===== src/rtl/kronos_wb.sv =====
// Kronos RV32I write-back stage: retires EX/WB packets as register writes, branches, bus accesses or traps.
// Optional build macro KRONOS_WB_MISALIGN_TRAP_EN turns misaligned loads/stores into traps instead of aligned accesses.
package kronos_wb_pkg;
  typedef struct packed {
    logic [31:0] result1;
    logic [31:0] result2;
    logic [4:0]  rd;
    logic        rd_write;
    logic        branch;
    logic        branch_cond;
    logic        ld;
    logic        st;
    logic [1:0]  data_size;
    logic        data_uns;
    logic        is_illegal;
  } pipeEXWB_t;
endpackage

module kronos_wb
  import kronos_wb_pkg::*;
(
  input  logic        clk,
  input  logic        rstz,
  input  pipeEXWB_t   execute,
  input  logic        pipe_in_vld,
  output logic        pipe_in_rdy,
  output logic [31:0] regwr_data,
  output logic [4:0]  regwr_sel,
  output logic        regwr_en,
  output logic [31:0] branch_target,
  output logic        branch,
  output logic [31:0] data_addr,
  output logic        data_req,
  output logic        data_wr_en,
  output logic [3:0]  data_mask,
  output logic [31:0] data_wr_data,
  input  logic [31:0] data_rd_data,
  input  logic        data_ack,
  output logic        trap,
  output logic [1:0]  trap_cause
);

  typedef enum logic {STEADY = 1'b0, LSU = 1'b1} state_e;

  state_e      state_q;
  logic        rd_write_q;
  logic        uns_q;
  logic [1:0]  size_q;
  logic [1:0]  off_q;

  logic [1:0]  off_s;
  logic [1:0]  eff_off_s;
  logic        misalign_s;
  logic [3:0]  mask_s;
  logic [31:0] wdata_s;
  logic [31:0] ld_word_s;
  logic [31:0] ld_data_s;

  // Offset bits finer than the access's natural alignment are dropped before lane selection.
  always_comb begin
    off_s = execute.result1[1:0];
    case (execute.data_size)
      2'd0: begin
        eff_off_s = off_s;
        mask_s    = 4'b0001 << off_s;
        wdata_s   = {4{execute.result2[7:0]}};
      end
      2'd1: begin
        eff_off_s = {off_s[1], 1'b0};
        mask_s    = 4'b0011 << {off_s[1], 1'b0};
        wdata_s   = {2{execute.result2[15:0]}};
      end
      default: begin
        eff_off_s = 2'b00;
        mask_s    = 4'b1111;
        wdata_s   = execute.result2;
      end
    endcase
  end

`ifdef KRONOS_WB_MISALIGN_TRAP_EN
  assign misalign_s = ((execute.data_size == 2'd1) && off_s[0]) ||
                      (execute.data_size[1] && (off_s != 2'b00));
`else
  assign misalign_s = 1'b0;
`endif

  always_comb begin
    ld_word_s = data_rd_data >> {off_q, 3'b000};
    case (size_q)
      2'd0:    ld_data_s = {{24{~uns_q & ld_word_s[7]}}, ld_word_s[7:0]};
      2'd1:    ld_data_s = {{16{~uns_q & ld_word_s[15]}}, ld_word_s[15:0]};
      default: ld_data_s = ld_word_s;
    endcase
  end

  // Retirement FSM; every output is a register, pulses clear themselves each cycle.
  always_ff @(posedge clk or negedge rstz) begin
    if (!rstz) begin
      state_q       <= STEADY;
      pipe_in_rdy   <= 1'b0;
      regwr_data    <= 32'h0;
      regwr_sel     <= 5'd0;
      regwr_en      <= 1'b0;
      branch_target <= 32'h0;
      branch        <= 1'b0;
      data_addr     <= 32'h0;
      data_req      <= 1'b0;
      data_wr_en    <= 1'b0;
      data_mask     <= 4'b0000;
      data_wr_data  <= 32'h0;
      trap          <= 1'b0;
      trap_cause    <= 2'd0;
      rd_write_q    <= 1'b0;
      uns_q         <= 1'b0;
      size_q        <= 2'd0;
      off_q         <= 2'd0;
    end else begin
      regwr_en <= 1'b0;
      branch   <= 1'b0;
      trap     <= 1'b0;
      case (state_q)
        STEADY: begin
          pipe_in_rdy <= 1'b1;
          if (pipe_in_rdy && pipe_in_vld) begin
            if (execute.is_illegal) begin
              trap       <= 1'b1;
              trap_cause <= 2'd0;
            end else if (execute.ld || execute.st) begin
              if (misalign_s) begin
                trap       <= 1'b1;
                trap_cause <= execute.ld ? 2'd1 : 2'd2;
              end else begin
                state_q      <= LSU;
                pipe_in_rdy  <= 1'b0;
                data_req     <= 1'b1;
                data_addr    <= {execute.result1[31:2], 2'b00};
                data_wr_en   <= ~execute.ld;
                data_mask    <= mask_s;
                data_wr_data <= wdata_s;
                regwr_sel    <= execute.rd;
                rd_write_q   <= execute.rd_write & (execute.rd != 5'd0);
                size_q       <= execute.data_size;
                uns_q        <= execute.data_uns;
                off_q        <= eff_off_s;
              end
            end else begin
              regwr_en      <= execute.rd_write & (execute.rd != 5'd0);
              regwr_sel     <= execute.rd;
              regwr_data    <= execute.result1;
              branch        <= execute.branch | (execute.branch_cond & execute.result1[0]);
              branch_target <= execute.result2;
            end
          end
        end
        LSU: begin
          if (data_ack) begin
            state_q     <= STEADY;
            pipe_in_rdy <= 1'b1;
            data_req    <= 1'b0;
            regwr_en    <= ~data_wr_en & rd_write_q;
            regwr_data  <= ld_data_s;
          end
        end
        default: begin
          state_q     <= STEADY;
          pipe_in_rdy <= 1'b1;
          data_req    <= 1'b0;
        end
      endcase
    end
  end

endmodule


===== config.mk =====
export PLATFORM = sky130hd
export DESIGN_NAME = kronos_wb
export DESIGN_NICKNAME = d
export VERILOG_FILES = /design/src/rtl/kronos_wb.sv
export SDC_FILE = /design/constraint.sdc
export NUM_CORES = 1
export LEC_CHECK = 0
export BUFFER_PORTS_ARGS = -buffer_cell sky130_fd_sc_hd__buf_4
export CORE_MARGIN = 2
export CORE_UTILIZATION = 53
export DETAILED_ROUTE_END_ITERATION = 8
export PLACE_DENSITY = 0.85
export SETUP_SLACK_MARGIN = 0.4
export SLEW_MARGIN = 20
export SYNTH_ARGS = -nofsm -noshare
export SYNTH_HDL_FRONTEND = slang
export SYNTH_SLANG_ARGS = --single-unit

===== constraint.sdc =====
create_clock -name clk -period 4.4 [get_ports clk]
set_input_delay 0.88 -clock clk [delete_from_list [all_inputs] [get_ports clk]]
set_output_delay 0.88 -clock clk [all_outputs]
set_load 0.05 [all_outputs]

==> run metrics <==
first-pass GRT wire length 33900 um; CTS max path bufs 2; Combinational Power Share 44.4%; Worst setup EP type register; GR Util All Layers a little under a third; post-synth cell types 41; Yosys warnings 0; Seq/Total Area, Yosys 53.6%; maximum clock frequency 339 MHz; Via Count 6485; critical path's most frequent cell buf_4; Reg power frac 32.2%; number of clock sinks between 100 and 150; Pleak just under 5 nW; Tcrit/Tclk final 67.1%; number of global-route vias before repair about 6400; r2r startpoint off_q[1]$_DFFE_PN0P_; htree depth 4; diode count 0; CTS buffer count 17; initial antenna violation count 0; Max IR drop VDD just over 400 uV; post-CTS resize count 0; Worst EP required 4.70 ns; Initial DRC Count 563; Pins Over Slew Limit 0; I/O Pins 259; Initial Util between 50% and 60%; Final min period 2.95 ns; critical path class input port to register; WHS Path Cells 2; HP Start data_addr[7]$_DFFE_PN0P_; Core Area approximately 13000 um^2; Die Y around 120 um; type of the worst min-delay path register to register; Setup TNS 0 ns; fin nets 1106; Startpoint Class input port; largest net degree at the start of global routing 105; WL per Instance 18.2 um; Final GP Congestion 0.860; area of the die 14000 um^2; CTS tree done; Int Power between 3 and 4 mW; Slew @ Worst Pin 1.07 ns; Pre-antenna DRT Iters 5; Post-synth EDFFs 0; Placed Area 8850 um^2; Worst-Skew Late Latency 0.43 ns; syn avg cell area 9.04 um^2; Setup violations, final 0; Yosys reg bits 148; RSZ-0062 raised after global routing false; r2r endpoint regwr_data[27]$_DFFE_PN0P_; layout cells sized above 1 31.9%; wirelength, routed 21400 um; status complete, no violations; met2 wire length between 10000 and 15000 um; Max Cap Viol 0; Mapped Cells 764; Post-synth ARST share 100%; reg2reg setup slack 1.59 ns; clock power share between 20% and 30%; Storage cell area 3700 um^2; net switching power figure approximately 2.8 mW; Multi-input gate area 2970 um^2; Cell Rows ~40; Slew HR approximately 28%; Crit-path slowest cell nand4bb_1; DPL Wire Length 14900 um; DRT antenna net count 0; synthesized area 6910 um^2; vias per inst 5.51; global route overflow 0; # DRC 0; Synth Flop Type dfrtp_1; CP arrival 3.26 ns; synth-to-layout area growth 36.8%; top fanout value on the critical path 36; Layout fillers 944; Hold Path Sink data_addr[7]$_DFFE_PN0P_; DRT met1 WL ~8400 um; Fin. Hold Viols 0; Fin Clk Skew 0.0115 ns; root buf cell clkbuf_16; worst reg-to-reg path cell count 4; final instance area 9450 um^2; Buf/Inv on CP 2; postcts setup bufs 0; Sw Ratio 44.9%; CP max stage delay 0.78 ns; hold_buf cts 0; max layer used met4; critical path cell sequence buf_4, nand4bb_1, nor2_4, buf_4, nand2_1, a311oi_1; PwrDens 660 nW/um^2; met3 wire length between 2000 and 2500 um; Die Wd between 100 and 150 um; CTS clk-pin slew, worst paths ~0.060 ns; number of buffers added on ports 254; delay-heaviest family, CP simple AND/OR/NAND/NOR gates
==> routing by layer <==
layer | track usage, % | up-vias
met5 | 0 | -
met4 | 10.8 | 0
met3 | 10.4 | 46
met2 | 51.3 | 322
met1 | 38.5 | 3135
li1 | - | 2982
==> cell type report <==
cell class | count | share of cell area [%]
Sequential cell | 148 | 39.2
Multi-Input combinational cell | 564 | 31.5
Timing Repair Buffer | 260 | 20.7
Clock buffer | 20 | 4.94
Tap cell | 172 | 2.28
Clock inverter | 12 | 1.36
Inverter | 1 | 0.0397
==> through the flow <==
stage               util, %  hold WS [ns]  setup WS (ns)  cells  power, mW
finish                 74.5         0.474           1.45   1177       6.23
global route           74.5         0.498           1.37   1177       6.50
detailed placement     69.8         0.463           1.10   1145       4.79
global placement       69.8         0.459           1.19   1145       4.74
CTS                    74.5         0.477           1.48   1177       6.24
floorplan                 -         0.450           2.37    767       3.85
==> how the worst max path moves through the flow <==
| stage | from | to | slack, ns | depth (start not counted) |
|---|---|---|---|---|
| after CTS | execute[0] | regwr_data[9]$_DFFE_PN0P_ | 1.48 | 6 |
| after floorplan | execute[4] | regwr_data[22]$_DFFE_PN0P_ | 2.37 | 6 |
| final | execute[0] | regwr_data[9]$_DFFE_PN0P_ | 1.45 | 6 |
| after global placement | execute[0] | regwr_data[17]$_DFFE_PN0P_ | 1.19 | 5 |
| after global routing | execute[0] | regwr_data[23]$_DFFE_PN0P_ | 1.37 | 5 |
| after detailed placement | execute[0] | regwr_data[17]$_DFFE_PN0P_ | 1.10 | 5 |
==> state kept, by name, indices dropped and copies added (netlist names) <==
name           count
size_q             2
data_req           1
data_wr_data      32
trap               1
data_addr         30
regwr_en           1
pipe_in_rdy        1
regwr_sel          5
rd_write_q         1
data_mask          4
regwr_data        32
off_q              2
uns_q              1
state_q            1
branch_target     32
branch             1
data_wr_en         1
==> cell usage after synthesis, types with 5 or more instances <==
| cell | instances | area (um^2) |
|---|---|---|
| clkbuf_1 | 20 | 75.1 |
| buf_1 | 5 | 18.8 |
| nand2_1 | 304 | 1140 |
| nor2_1 | 51 | 191 |
| dfrtp_1 | 148 | 3700 |
| buf_4 | 7 | 52.6 |
| nor3_1 | 17 | 85.1 |
| mux2_2 | 8 | 90.1 |
| a311oi_1 | 7 | 61.3 |
| a21oi_1 | 19 | 95.1 |
| o21ai_0 | 46 | 230 |
| buf_2 | 20 | 100 |
| a211oi_1 | 14 | 105 |
| a211oi_2 | 10 | 125 |
| mux2i_1 | 53 | 531 |
| nor2b_1 | 5 | 31.3 |
==> power groups by stage <==
stage,combinational [mW],sequential [mW],clock [mW]
finish,2.77,2.01,1.45
global route,2.91,2.05,1.54
floorplan,0.584,3.27,0
detailed placement,2.77,2.01,0
global placement,2.73,2.01,0
CTS,2.78,2.00,1.46
==> placed cells by master (no fill, tap or decap), types with 2 or more instances in the layout <==
cell,netlist,final
nand2_1,304,302
buf_4,7,259
dfrtp_1,148,148
mux2i_1,53,53
nor2_1,51,49
o21ai_0,46,46
a21oi_1,19,19
nor3_1,17,17
clkbuf_16,0,17
a211oi_1,14,14
a211oi_2,10,10
mux2_2,8,8
a311oi_1,7,7
nor2b_1,5,5
conb_1,1,4
clkinv_2,0,4
clkbuf_8,0,3
clkinvlp_4,0,3
nand2_4,0,2
nand2b_1,2,2
nor3_2,2,2
nor3b_1,2,2
nor2_4,0,2
o31ai_1,2,2
clkinv_4,0,2
bufinv_16,0,2
==> kinds of logic (layout without fill, tap and decap cells) <==
logic type             after synthesis  count (layout)  share of synthesized area (%)
flip-flops                         148             148                           53.6
AND/OR/NAND/NOR                    392             392                           22.9
AO/OA/AOI/OAI                      105             105                           10.1
buffers and inverters               55             293                           3.95
other                                1               4                         0.0543
XOR/XNOR                             1               1                          0.127
multiplexers                        62              62                           9.18
==> worst reg2reg max path, stage by stage, from the launching register on <==
cell and delay, ns:
dfrtp_1 0.97, nor2b_1 0.34, a41o_1 0.36, a211oi_4 0.79, a211oi_1 0.19
(Power assumes the default switching activity.)
